===== config.mk =====
export PLATFORM = sky130hd
export DESIGN_NAME = exu_lsu_flat
export DESIGN_NICKNAME = d
export VERILOG_FILES = /design/src/rtl/exu_lsu_if.sv /design/src/rtl/exu_lsu.sv /design/src/flat_wrapper.sv
export SDC_FILE = /design/constraint.sdc
export NUM_CORES = 1
export LEC_CHECK = 0
export ABC_AREA = 1
export CORE_MARGIN = 5
export CORE_UTILIZATION = 40
export CTS_CLUSTER_DIAMETER = 40
export DETAILED_ROUTE_END_ITERATION = 16
export PLACE_DENSITY = 0.78
export SLEW_MARGIN = 5
export SYNTH_ARGS = -nofsm -noshare
export SYNTH_HDL_FRONTEND = slang
export SYNTH_SLANG_ARGS = --single-unit

===== constraint.sdc =====
create_clock -name clk -period 6.96 [get_ports clk]
set_clock_uncertainty 0.15 [all_clocks]
set_input_delay 1.392 -clock clk [delete_from_list [all_inputs] [get_ports clk]]
set_output_delay 1.392 -clock clk [all_outputs]
set_load 0.005 [all_outputs]

===== src/rtl/exu_lsu_if.sv =====
// exu_lsu_if: bundle for the load/store unit.
//   req_*      EXU control -> LSU access request (req_ready back)
//   bus_req_*  LSU -> memory bus request (bus_req_ready back)
//   bus_rsp_*  memory bus -> LSU response
//   wb_*       LSU -> GPR writeback pulse
//   done/exc_* LSU -> EXU retire / exception pulse
// master: the EXU/bus environment around the LSU.
// slave:  the LSU itself.
interface exu_lsu_if #(
  parameter int XLEN = 32,
  parameter int AW   = 32
);
  logic              req_valid;
  logic              req_ready;
  logic              req_is_store;
  logic [2:0]        req_funct3;
  logic [AW-1:0]     req_addr;
  logic [XLEN-1:0]   req_wdata;
  logic [4:0]        req_rd;

  logic              bus_req_valid;
  logic              bus_req_ready;
  logic [AW-1:0]     bus_req_addr;
  logic              bus_req_wen;
  logic [XLEN/8-1:0] bus_req_wstrb;
  logic [XLEN-1:0]   bus_req_wdata;
  logic              bus_rsp_valid;
  logic              bus_rsp_err;
  logic [XLEN-1:0]   bus_rsp_rdata;

  logic              wb_valid;
  logic [4:0]        wb_rd;
  logic [XLEN-1:0]   wb_data;
  logic              done;
  logic              exc_valid;
  logic [3:0]        exc_cause;
  logic [AW-1:0]     exc_addr;

  modport master (
    output req_valid, req_is_store, req_funct3, req_addr, req_wdata, req_rd,
    input  req_ready,
    input  bus_req_valid, bus_req_addr, bus_req_wen, bus_req_wstrb, bus_req_wdata,
    output bus_req_ready, bus_rsp_valid, bus_rsp_err, bus_rsp_rdata,
    input  wb_valid, wb_rd, wb_data, done, exc_valid, exc_cause, exc_addr
  );

  modport slave (
    input  req_valid, req_is_store, req_funct3, req_addr, req_wdata, req_rd,
    output req_ready,
    output bus_req_valid, bus_req_addr, bus_req_wen, bus_req_wstrb, bus_req_wdata,
    input  bus_req_ready, bus_rsp_valid, bus_rsp_err, bus_rsp_rdata,
    output wb_valid, wb_rd, wb_data, done, exc_valid, exc_cause, exc_addr
  );
endinterface


===== src/rtl/exu_lsu.sv =====
// exu_lsu: load/store unit behind the EXU ALU. Accepts one access at a time,
// issues one word-aligned bus transaction and retires it with a GPR writeback
// (loads) or an exception pulse (illegal, misaligned, bus fault).
// Ports:
//   clk  rising-edge clock
//   rst  asynchronous active-high reset
//   io   exu_lsu_if.slave: request, bus request/response, writeback, retire
//
// state | meaning
// ------+-------------------------------------------------------------
// IDLE  | waiting for a request; also the done cycle of a bus access
// REQ   | bus request presented, waiting for bus_req_ready
// RSP   | request accepted by the bus, waiting for bus_rsp_valid
// FIN   | rejected access; done/exc pulse is visible this cycle
module exu_lsu #(
  parameter int XLEN = 32,
  parameter int AW   = 32
) (
  input  logic     clk,
  input  logic     rst,
  exu_lsu_if.slave io
);
  localparam int NB = XLEN / 8;

  typedef enum logic [1:0] {IDLE, REQ, RSP, FIN} state_t;

  state_t        state;
  logic          st_q;
  logic [2:0]    f3_q;
  logic [1:0]    lane_q;
  logic [4:0]    rd_q;
  logic [AW-1:0] addr_q;

  logic            legal;
  logic            aligned;
  logic [3:0]      rej_cause;
  logic [NB-1:0]   wstrb_c;
  logic [XLEN-1:0] wdata_c;

  // decode of the incoming request, used only in the accept cycle
  always_comb begin
    if (io.req_is_store)
      legal = (io.req_funct3[2] == 1'b0) && (io.req_funct3[1:0] != 2'b11);
    else
      legal = io.req_funct3 inside {3'd0, 3'd1, 3'd2, 3'd4, 3'd5};

    case (io.req_funct3[1:0])
      2'd0:    aligned = 1'b1;
      2'd1:    aligned = ~io.req_addr[0];
      2'd2:    aligned = (io.req_addr[1:0] == 2'b00);
      default: aligned = 1'b0;
    endcase

    if (!legal)            rej_cause = 4'd2;
    else if (io.req_is_store) rej_cause = 4'd6;
    else                   rej_cause = 4'd4;

    // store data is replicated across lanes so the strobe alone selects bytes
    case (io.req_funct3[1:0])
      2'd0: begin
        wstrb_c = 4'b0001 << io.req_addr[1:0];
        wdata_c = {NB{io.req_wdata[7:0]}};
      end
      2'd1: begin
        wstrb_c = 4'b0011 << io.req_addr[1:0];
        wdata_c = {(NB/2){io.req_wdata[15:0]}};
      end
      default: begin
        wstrb_c = 4'b1111;
        wdata_c = io.req_wdata;
      end
    endcase
  end

  logic [XLEN-1:0] rsp_sh;
  logic [XLEN-1:0] ld_val;

  // halfword accesses are aligned, so shifting by the byte lane also
  // selects the correct half
  always_comb begin
    rsp_sh = io.bus_rsp_rdata >> {lane_q, 3'b000};
    case (f3_q)
      3'd0:    ld_val = {{(XLEN-8){rsp_sh[7]}}, rsp_sh[7:0]};
      3'd1:    ld_val = {{(XLEN-16){rsp_sh[15]}}, rsp_sh[15:0]};
      3'd4:    ld_val = {{(XLEN-8){1'b0}}, rsp_sh[7:0]};
      3'd5:    ld_val = {{(XLEN-16){1'b0}}, rsp_sh[15:0]};
      default: ld_val = io.bus_rsp_rdata;
    endcase
  end

  always_ff @(posedge clk or posedge rst) begin
    if (rst) begin
      state            <= IDLE;
      st_q             <= 1'b0;
      f3_q             <= 3'd0;
      lane_q           <= 2'd0;
      rd_q             <= 5'd0;
      addr_q           <= '0;
      io.req_ready     <= 1'b1;
      io.bus_req_valid <= 1'b0;
      io.bus_req_addr  <= '0;
      io.bus_req_wen   <= 1'b0;
      io.bus_req_wstrb <= '0;
      io.bus_req_wdata <= '0;
      io.wb_valid      <= 1'b0;
      io.wb_rd         <= 5'd0;
      io.wb_data       <= '0;
      io.done          <= 1'b0;
      io.exc_valid     <= 1'b0;
      io.exc_cause     <= 4'd0;
      io.exc_addr      <= '0;
    end else begin
      // retire outputs are single-cycle pulses and read as zero otherwise
      io.wb_valid  <= 1'b0;
      io.wb_rd     <= 5'd0;
      io.wb_data   <= '0;
      io.done      <= 1'b0;
      io.exc_valid <= 1'b0;
      io.exc_cause <= 4'd0;
      io.exc_addr  <= '0;

      case (state)
        IDLE: begin
          if (!io.req_ready) begin
            // done cycle of a bus access; open for the next request
            io.req_ready <= 1'b1;
          end else if (io.req_valid) begin
            io.req_ready <= 1'b0;
            st_q         <= io.req_is_store;
            f3_q         <= io.req_funct3;
            lane_q       <= io.req_addr[1:0];
            rd_q         <= io.req_rd;
            addr_q       <= io.req_addr;
            if (!legal || !aligned) begin
              state        <= FIN;
              io.done      <= 1'b1;
              io.exc_valid <= 1'b1;
              io.exc_cause <= rej_cause;
              io.exc_addr  <= io.req_addr;
            end else begin
              state            <= REQ;
              io.bus_req_valid <= 1'b1;
              io.bus_req_addr  <= {io.req_addr[AW-1:2], 2'b00};
              io.bus_req_wen   <= io.req_is_store;
              io.bus_req_wstrb <= io.req_is_store ? wstrb_c : '0;
              io.bus_req_wdata <= io.req_is_store ? wdata_c : '0;
            end
          end
        end

        FIN: begin
          state        <= IDLE;
          io.req_ready <= 1'b1;
        end

        REQ: begin
          if (io.bus_req_ready) begin
            state            <= RSP;
            io.bus_req_valid <= 1'b0;
            io.bus_req_addr  <= '0;
            io.bus_req_wen   <= 1'b0;
            io.bus_req_wstrb <= '0;
            io.bus_req_wdata <= '0;
          end
        end

        RSP: begin
          if (io.bus_rsp_valid) begin
            // req_ready stays low through the done cycle spent in IDLE
            state   <= IDLE;
            io.done <= 1'b1;
            if (io.bus_rsp_err) begin
              io.exc_valid <= 1'b1;
              io.exc_cause <= st_q ? 4'd7 : 4'd5;
              io.exc_addr  <= addr_q;
            end else if (!st_q && (rd_q != 5'd0)) begin
              io.wb_valid <= 1'b1;
              io.wb_rd    <= rd_q;
              io.wb_data  <= ld_val;
            end
          end
        end

        default: state <= IDLE;
      endcase
    end
  end
endmodule


===== src/flat_wrapper.sv =====
// flat-port wrapper written by rule: the top's interface ports become plain ports
module exu_lsu_flat 
#(
  parameter int XLEN = 32,
  parameter int AW   = 32
)
  (clk, rst, io_req_valid, io_req_is_store, io_req_funct3, io_req_addr, io_req_wdata, io_req_rd, io_req_ready, io_bus_req_valid, io_bus_req_addr, io_bus_req_wen, io_bus_req_wstrb, io_bus_req_wdata, io_bus_req_ready, io_bus_rsp_valid, io_bus_rsp_err, io_bus_rsp_rdata, io_wb_valid, io_wb_rd, io_wb_data, io_done, io_exc_valid, io_exc_cause, io_exc_addr);
  exu_lsu_if #(.XLEN(XLEN), .AW(AW)) io_i ();
  input  logic clk;
  input  logic rst;
  input wire logic [$bits(io_i.req_valid)-1:0] io_req_valid;
  input wire logic [$bits(io_i.req_is_store)-1:0] io_req_is_store;
  input wire logic [$bits(io_i.req_funct3)-1:0] io_req_funct3;
  input wire logic [$bits(io_i.req_addr)-1:0] io_req_addr;
  input wire logic [$bits(io_i.req_wdata)-1:0] io_req_wdata;
  input wire logic [$bits(io_i.req_rd)-1:0] io_req_rd;
  output wire logic [$bits(io_i.req_ready)-1:0] io_req_ready;
  output wire logic [$bits(io_i.bus_req_valid)-1:0] io_bus_req_valid;
  output wire logic [$bits(io_i.bus_req_addr)-1:0] io_bus_req_addr;
  output wire logic [$bits(io_i.bus_req_wen)-1:0] io_bus_req_wen;
  output wire logic [$bits(io_i.bus_req_wstrb)-1:0] io_bus_req_wstrb;
  output wire logic [$bits(io_i.bus_req_wdata)-1:0] io_bus_req_wdata;
  input wire logic [$bits(io_i.bus_req_ready)-1:0] io_bus_req_ready;
  input wire logic [$bits(io_i.bus_rsp_valid)-1:0] io_bus_rsp_valid;
  input wire logic [$bits(io_i.bus_rsp_err)-1:0] io_bus_rsp_err;
  input wire logic [$bits(io_i.bus_rsp_rdata)-1:0] io_bus_rsp_rdata;
  output wire logic [$bits(io_i.wb_valid)-1:0] io_wb_valid;
  output wire logic [$bits(io_i.wb_rd)-1:0] io_wb_rd;
  output wire logic [$bits(io_i.wb_data)-1:0] io_wb_data;
  output wire logic [$bits(io_i.done)-1:0] io_done;
  output wire logic [$bits(io_i.exc_valid)-1:0] io_exc_valid;
  output wire logic [$bits(io_i.exc_cause)-1:0] io_exc_cause;
  output wire logic [$bits(io_i.exc_addr)-1:0] io_exc_addr;
  assign io_i.req_valid = io_req_valid;
  assign io_i.req_is_store = io_req_is_store;
  assign io_i.req_funct3 = io_req_funct3;
  assign io_i.req_addr = io_req_addr;
  assign io_i.req_wdata = io_req_wdata;
  assign io_i.req_rd = io_req_rd;
  assign io_req_ready = io_i.req_ready;
  assign io_bus_req_valid = io_i.bus_req_valid;
  assign io_bus_req_addr = io_i.bus_req_addr;
  assign io_bus_req_wen = io_i.bus_req_wen;
  assign io_bus_req_wstrb = io_i.bus_req_wstrb;
  assign io_bus_req_wdata = io_i.bus_req_wdata;
  assign io_i.bus_req_ready = io_bus_req_ready;
  assign io_i.bus_rsp_valid = io_bus_rsp_valid;
  assign io_i.bus_rsp_err = io_bus_rsp_err;
  assign io_i.bus_rsp_rdata = io_bus_rsp_rdata;
  assign io_wb_valid = io_i.wb_valid;
  assign io_wb_rd = io_i.wb_rd;
  assign io_wb_data = io_i.wb_data;
  assign io_done = io_i.done;
  assign io_exc_valid = io_i.exc_valid;
  assign io_exc_cause = io_i.exc_cause;
  assign io_exc_addr = io_i.exc_addr;
  exu_lsu #(.XLEN(XLEN), .AW(AW)) u_core (.clk(clk), .rst(rst), .io(io_i));
endmodule

* After elaboration in Yosys (flattened, before gate mapping) *
Cells that the tools add are included.

word-level totals
  word-level logic and storage cells = 134
  bits in registers = 192

cells by class
  equality and inequality tests = 18
  bitwise logic cells = 2
  reduce and logical (&&, ||, !) cells = 18
  mux-type cells = 74
  shift operators = 3

operator list
  kind                                                               count
  32-bit 2-to-1 mux                                                  17
  32-bit case mux with 2 select lines                                4
  32-bit case mux with 4 select lines                                1
  4-bit 2-to-1 mux                                                   11
  32-bit by 5-bit right shift with 16-bit output                     1
  4-bit case mux with 2 select lines                                 3
  1-bit 2-to-1 mux                                                   20
  5-bit 2-to-1 mux                                                   4
  2-bit 2-to-1 mux                                                   7
  3-bit == test, second input constant                               4
  2-bit inequality test, second input constant                       5
  1-bit case mux with 2 select lines                                 5
  5-bit nonzero test                                                 2
  2-bit case mux with 4 select lines                                 1
  2-bit == test, second input constant                               3
  3-bit by 1-bit == test with 1-bit output, second input constant    2
  2-bit logical NOT                                                  3
  3-bit logical NOT                                                  2
  5-bit AND reduction                                                1
  2-bit by 1-bit == test with 1-bit output, second input constant    2
  4-bit AND reduction                                                1
  2-bit nonzero test                                                 2
  1-bit by 2-bit left shift with 4-bit output, first input constant  1
  2-bit by 2-bit left shift with 4-bit output, first input constant  1
  8 further kinds                                                    12

* Logic depth before layout (Yosys ltp) *
Gate-level depths: netlist of run 1.

  word-level depth = 9
  depth in mapped cells = 10
  gate-level depth less buffers = 9

* Least setup slack after synthesis of run 1 *
No wires, ideal clock.

  kind = input port to flip-flop
  from = input port io_req_funct3[1]
  to = register u_core.io.bus_req_addr[19]
  data arrival time = 2.278 ns
  library setup time = 0.121 ns
  data required time = 6.689 ns
  buffers on the path = 2
  stages = 8
  slack = 4.411 ns
  cells stage by stage = o21ai_0 -> nand3_1 -> nand2_1 -> nand2_2 -> buf_6 -> buf_6 -> nand2_1 -> o21ai_1

on the way
  cells in the longest elaborated chain, start to end = 7
  elaborated cells between the ends (all ways) = 18
  those cells by class = eq/ne: 8; mux: 2; reduce/logical: 8

ends and longest elaborated chain
  item                                                              RTL line                      source
  start: declaration                                                flat_wrapper.sv:13            input wire logic [$bits(io_i.req_funct3)-1:0] io_req_funct3;
  3-bit by 1-bit == test with 1-bit output (tied with other cells)  exu_lsu.sv:45                 legal = io.req_funct3 inside {3'd0, 3'd1, 3'd2, 3'd4, 3'd5};
  5-bit nonzero test or 1-bit logical AND (tied branches)           exu_lsu.sv:45, exu_lsu.sv:43
  1-bit 2-to-1 mux                                                  exu_lsu.sv:42                 if (io.req_is_store)
  1-bit logical NOT                                                 -
  1-bit logical OR *                                                exu_lsu.sv:134                if (!legal || !aligned) begin
  2-bit inequality test (no line) *                                 -
  5-bit AND reduction (no line) *                                   -
  end signal: assignment                                            exu_lsu.sv:143                io.bus_req_addr <= {io.req_addr[AW-1:2], 2'b00};
  end: declaration                                                  exu_lsu_if.sv:50              output bus_req_valid, bus_req_addr, bus_req_wen, bus_req_wstrb, bus_req_wdata,

Mark *: on every way between the ends. The rest lies on a longest branch, timed or not.
A chain may end at the register's enable or synchronous reset.

* Worst setup path after layout of run 1 *
  from = input port io_req_funct3[1]
  to = register u_core.io.bus_req_addr[13]

Same word-level chain as after synthesis.

==> impl_metrics.env, run 1 <==
export IMPL_crit_fanout=91
export IMPL_slowest_delay_ns=0.91
export IMPL_cts_root_buf="clkbuf_16"
export IMPL_dr_pass1_iters=6
export IMPL_overflow=0
export IMPL_antenna_found_initial=0
export IMPL_cp_common_cell="nand2_1"
export IMPL_grt_pass1_wl_um=36340
export IMPL_place_gp_congestion=0.9208
export IMPL_grt_max_degree=132
export IMPL_rsz0062_at_grt="no"
export IMPL_cp_top_family="buffers and inverters"
export IMPL_syn_area_per_cell_um2=8.804
export IMPL_placedCellCount=1373
export IMPL_tns_ns=0
export IMPL_yosysTopAreaCellShare_pct=58.48
export IMPL_synth_area_um2=7959
export IMPL_area_delta_synth_final_pct=40.25
export IMPL_outcome="completed"
export IMPL_synth_async_reset_ratio_pct=100.0
export IMPL_path_buf_inv=3
export IMPL_crit_type="primary input to flip-flop"
export IMPL_std_cell_rows=51
export IMPL_layout_drive_gt1_share_pct=4.390
export IMPL_cts_sinks=187
export IMPL_antenna_cells=0
export IMPL_leakage_nw=5.196
export IMPL_setup_viol=0
export IMPL_post_synth_num_cell_types=31
export IMPL_synth_cells=904
export IMPL_cts_resized=0
export IMPL_min_path_type="flip-flop to flip-flop"
export IMPL_postCtsSetupBuffers=0
export IMPL_synth_edff_count=0
export IMPL_vias=7070
export IMPL_h_tree_depth=4
export IMPL_remaining_drc_errors=0
export IMPL_fin_crit_sh_pct=61.32
export IMPL_yosys_most_used_dff="dfrtp_1"
export IMPL_end_kind="flip-flop"
export IMPL_dieWidth_um=151.1
export IMPL_clock_latency_ns=0.42
export IMPL_synth_seq_cells=187
export IMPL_max_vdd_ir_drop_uv=209.9
export IMPL_worstPathCellList="clkdlybuf4s50_1 -> inv_2 -> nand2_1 -> nand2_1 -> nand3_1 -> nand2_1 -> nand2_4 -> buf_4 -> o21ai_0"
export IMPL_synth_most_common_cell="nand2_1"
export IMPL_start_kind="primary input"
export IMPL_cts_clk_slew_worst_paths_ns=0.07
export IMPL_slowest_stage="clkdlybuf4s50_1"
export IMPL_drt_iter0_drc=432
export IMPL_finalHoldViolations=0
export IMPL_crit_required_ns=7.09
export IMPL_relSlewSlack_pct=18.77
export IMPL_grt_pass1_vias=7190
export IMPL_ys_seq_area_share_pct=58.81
export IMPL_cts_buffers=17
export IMPL_fin_area_um2=11160
export IMPL_dieArea_um2=22820
export IMPL_worstMarginPinSlew_ns=1.217
export IMPL_fp_dieH_um=151.1
export IMPL_fmax_mhz=234.3
export IMPL_slew_violations=0
export IMPL_period_needed_ns=4.268
export IMPL_via_per_inst=5.036
export IMPL_place_area_um2=10580
export IMPL_yosysTopAreaCell="dfrtp_1"
export IMPL_tritoncts="built"
export IMPL_wl_um=22850
export IMPL_cts_hold_buf=0
export IMPL_ys_top_cells_by_area="dfrtp_1, nand2_1, o21ai_0"
export IMPL_cap_violations=0
export IMPL_cts_path_max_buffers=2
export IMPL_drtAntennaViolNets=0
export IMPL_finalNonFillerCells=1404
export IMPL_port_buffers=254
export IMPL_powerDensity_nw_per_um2=382.0
export IMPL_synth_warning_count=0
export IMPL_core_area_um2=19530
export IMPL_nets=1242
export IMPL_arrival_ns=4.40
export IMPL_start_util_pct=40.76
export IMPL_grt_util_all_layers_pct=20.26
export IMPL_ios=258
export IMPL_post_dp_hpwl_um=16060
export IMPL_synthTopCellsByCount="nand2_1, dfrtp_1, o21ai_0"
export IMPL_wl_per_cell_um=16.27
-- placed cells by master, fill, tap and decap left out, types with 2 or more instances in the layout --
cell type,synthesis,routed
clkinv_1,2,2
o21ai_2,5,5
inv_6,0,5
nand2_1,239,239
ha_1,4,4
o22ai_1,33,33
clkinv_8,0,2
dfrtp_1,186,186
inv_1,73,71
o211ai_1,9,9
clkinv_4,0,2
clkinv_2,0,2
buf_4,7,4
o21ai_0,88,88
clkbuf_16,0,17
o21ai_1,55,55
conb_1,1,3
nor3_1,2,2
nand3_1,51,51
nand2_2,3,2
inv_8,0,2
clkdlybuf4s50_1,0,254
a21oi_1,13,13
nor2_1,67,67
o31ai_1,7,7
inv_2,2,3
-- state kept, by name (all words and copies together) (netlist names), 4 cells and up --
signal / flops
u_core.io.bus_req_wdata: 32
u_core.io.bus_req_addr: 30
u_core.io.bus_req_wstrb: 4
u_core.io.exc_addr: 32
u_core.addr_q: 32
u_core.io.wb_rd: 5
u_core.rd_q: 5
u_core.io.wb_data: 32
-- metal layers --
metal | wire length (um) | vias up | part of all wire, % | GRT usage [%]
li1 | - | 3388 | - | -
met1 | 9234 | 3321 | 40 | 25.82
met2 | 10670 | 310 | 47 | 32.31
met3 | 2229 | 51 | 9.8 | 5.835
met4 | 714 | 0 | 3.1 | 8.749
met5 | 0 | - | 0 | 0
-- final cells by class --
type | count | area, um2
Fill cell | 1758 | 8364
Inverter | 77 | 296.5
Clock buffer | 17 | 425.4
Clock inverter | 14 | 152.6
Tap cell | 265 | 331.6
Sequential cell | 187 | 4681
Multi-Input combinational cell | 586 | 2703
Timing Repair Buffer | 258 | 2572
-- cells by family (layout without fill, tap and decap cells) --
family          count (synthesis)  count (layout)  synth area share, %
buf+inv                       133             366                7.452
simple gates                  367             367                18.41
other cells                     1               3              0.04712
fa+ha+maj                       4               4               0.6289
compound gates                212             212                14.65
flops                         187             187                58.81
-- through the flow --
| stage | power [mW] | utilization, % | hold WS, ns | worst slack [ns] |
|---|---|---|---|---|
| final | 4.264 | 57.16 | 0.3392 | 2.692 |
| after global routing | 4.577 | 57.16 | 0.3590 | 2.365 |
| after CTS | 4.300 | 57.16 | 0.3361 | 2.734 |
| after detailed placement | 3.331 | 54.20 | 0.3259 | 2.304 |
| after global placement | 3.275 | 54.20 | 0.3117 | 2.396 |
| after floorplan | 2.590 | - | 0.2833 | 0.3342 |
-- where the power goes --
part	total, mW	switching [mW]	internal [mW]
clock network	0.953	0.447	0.506
registers	1.65	0.203	1.45
logic	1.66	0.908	0.751
-- final timing paths --
check / startpoint / endpoint / slack, ns / depth (start not counted)
max: io_req_funct3[1] / u_core.io.bus_req_addr[13]$_DFFE_PP0P_ / 2.69 / 9
min: u_core.st_q$_DFFE_PP0P_ / u_core.io.wb_rd[3]$_DFF_PP0_ / 0.34 / 1
max reg2reg: u_core.state[1]$_DFFE_PP0P_ / u_core.io.bus_req_addr[13]$_DFFE_PP0P_ / 3.52 / 7
min reg2reg: u_core.st_q$_DFFE_PP0P_ / u_core.io.wb_rd[3]$_DFF_PP0_ / 0.34 / 1
max in group asynchronous: rst / u_core.addr_q[20]$_DFFE_PP0P_ / 3.88 / 3
min in group asynchronous: rst / u_core.io.bus_req_addr[9]$_DFFE_PP0P_ / 1.40 / 2
Power figures use the tool's default switching activity.
==> run 2: changes to the inputs <==
- clock period: 6.96 -> 3.7 ns (I/O delays scaled with it)
==> run 2 against run 1 <==
Sequential share of layout area is 0.72 points lower. Clock power is 93% higher. First-iteration DRC count is 17% lower. Worst hold slack better by 0.0022 ns. Non-clock buffer count is 13 higher. Cell area is 1.7% higher. Final cell count is 1.0% higher. Core utilization is 0.99 points higher. Critical endpoint is now u_core.io.bus_req_addr[3]$_DFFE_PP0P_.
==> impl_metrics.env, run 2 (synthesis results as in run 1) <==
export IMPL_overflow=0
export IMPL_cp_common_cell="nand2_1"
export IMPL_remaining_drc_errors=0
export IMPL_start_kind="primary input"
export IMPL_nets=1255
export IMPL_cts_resized=0
export IMPL_whs_ns=0.3414
export IMPL_multiInputGateArea_um2=2703
export IMPL_ios=258
export IMPL_grt_max_degree=59
export IMPL_std_cell_rows=51
export IMPL_place_gp_congestion=0.9094
export IMPL_cts_path_max_buffers=2
export IMPL_cts_clk_slew_worst_paths_ns=0.07
export IMPL_tns_ns=0
export IMPL_vias=6979
export IMPL_regToRegSetupSlack_ns=1.35
export IMPL_layout_common_cells="clkdlybuf4s50_1, nand2_1, dfrtp_1"
export IMPL_path_depth=10
export IMPL_pre_cts_slack_ns=0.5619
export IMPL_setup_viol=0
export IMPL_r2r_cells=8
export IMPL_cts_hold_buf=0
export IMPL_end_kind="flip-flop"
export IMPL_slowest_stage="clkdlybuf4s50_1"
export IMPL_cts_buffers=17
export IMPL_via_per_inst=4.922
export IMPL_dr_pass1_iters=5
export IMPL_grt_util_all_layers_pct=20.24
export IMPL_wl_um=23080
export IMPL_min_path_type="flip-flop to flip-flop"
export IMPL_regArea_um2=4681
export IMPL_worst_slack_ns=0.9616
export IMPL_final_common_cell="clkdlybuf4s50_1"
export IMPL_period_needed_ns=2.738
export IMPL_drtAntennaViolNets=0
export IMPL_slowest_delay_ns=0.69
export IMPL_cts_sinks=187
export IMPL_rsz0062_at_grt="no"
export IMPL_cts_root_buf="clkbuf_16"
export IMPL_post_dp_hpwl_um=16750
export IMPL_h_tree_depth=4
export IMPL_port_buffers=254
export IMPL_path_buf_inv=3
export IMPL_cp_top_family="buffers and inverters"
export IMPL_dieWidth_um=151.1
export IMPL_crit_type="primary input to flip-flop"
export IMPL_tritoncts="built"
export IMPL_outcome="completed"
export IMPL_clock_latency_ns=0.43
export IMPL_postCtsSetupBuffers=0
export IMPL_crit_required_ns=3.89
export IMPL_leakage_nw=5.280
export IMPL_area_delta_synth_final_pct=42.68
export IMPL_fillers=1713
export IMPL_grt_pass1_vias=7067
export IMPL_core_area_um2=19530
export IMPL_arrival_ns=2.93
export IMPL_grt_pass1_wl_um=36210
export IMPL_antenna_found_initial=0
export IMPL_crit_fanout=47
export IMPL_slew_violations=0
export IMPL_hold_depth=2
export IMPL_drt_iter0_drc=360
export IMPL_cap_violations=0
export IMPL_finalHoldViolations=0
export IMPL_layout_drive_gt1_share_pct=5.464
export IMPL_fin_crit_sh_pct=74.01
export IMPL_start_util_pct=40.76
export IMPL_relSlewSlack_pct=47.20
export IMPL_powerDensity_nw_per_um2=720.0
export IMPL_antenna_cells=0
export IMPL_worstPathCellList="clkdlybuf4s50_1 -> inv_2 -> nand2_1 -> nand2_1 -> nand3_1 -> nand2_1 -> nand2_4 -> buf_12 -> nand2_1 -> o21ai_1"
export IMPL_fp_dieH_um=151.1
export IMPL_wl_per_cell_um=16.28
export IMPL_totalPowerFinal_mw=8.177
export IMPL_worstMarginPinSlew_ns=0.7904
export IMPL_fmax_mhz=365.2
export IMPL_dieArea_um2=22820
export IMPL_max_vdd_ir_drop_uv=377.3
## run 2: changes by cell type in the layout (fill, tap and decap cells not counted)
cell        before  now
clkinv_8         2    0
clkinv_2         2    1
buf_4            4   10
inv_6            5    3
buf_12           0    7
clkinvlp_4       1    5
bufinv_16        1    2
clkbuf_1         0    1
## run 2: area by class of cell
cell class                 instances  share of cell area [%]
clock buffer                      18                   3.779
multi-input combinational        586                   23.80
tap                              265                   2.920
clock inverter                    14                   1.421
inverter                          77                   2.578
sequential                       187                   41.22
timing repair buffer             271                   24.28
## run 2: report_power, final
part           leakage (nW)  internal, mW  total [mW]  switching (mW)
logic                  2.56          1.50        3.22            1.72
clock network         0.277          1.01        1.84           0.826
registers              2.45          2.73        3.12           0.391
total                  5.28          5.24        8.18            2.94
## run 2: stage by stage
stage / utilization (%) / area, um2 / cells
after floorplan: - / 7970 / 906
after global placement: 55.13 / 10770 / 1386
after detailed placement: 55.13 / 10770 / 1386
after CTS: 58.16 / 11360 / 1418
after global routing: 58.16 / 11360 / 1418
final: 58.16 / 11360 / 1418
## run 2: final timing paths
| check | start | to |
|---|---|---|
| worst max-delay path | io_req_funct3[1] | u_core.io.bus_req_addr[3]$_DFFE_PP0P_ |
| worst min-delay path | u_core.io.bus_req_addr[10]$_DFFE_PP0P_ | u_core.io.bus_req_addr[10]$_DFFE_PP0P_ |
| worst max register to register | u_core.state[0]$_DFFE_PP0P_ | u_core.io.wb_data[31]$_DFF_PP0_ |
| worst min register to register | u_core.io.bus_req_addr[10]$_DFFE_PP0P_ | u_core.io.bus_req_addr[10]$_DFFE_PP0P_ |
| max in group asynchronous | rst | u_core.io.req_ready$_DFFE_PP1P_ |
| min in group asynchronous | rst | u_core.io.bus_req_wdata[20]$_DFFE_PP0P_ |
## run 2: per-layer routing
metal	part of all wire (%)	global-route usage (%)
met2	48	33.18
met3	8.6	5.595
met5	0	0
met1	41	25.51
met4	2.2	7.933
## run 2: worst reg2reg max path: cells and delay by family, from the launching register on
kind / cells / cell delay, ns
fa+ha+maj: 1 / 0.18
simple gates: 5 / 1.01
buf+inv: 2 / 0.52
flops: 1 / 0.42
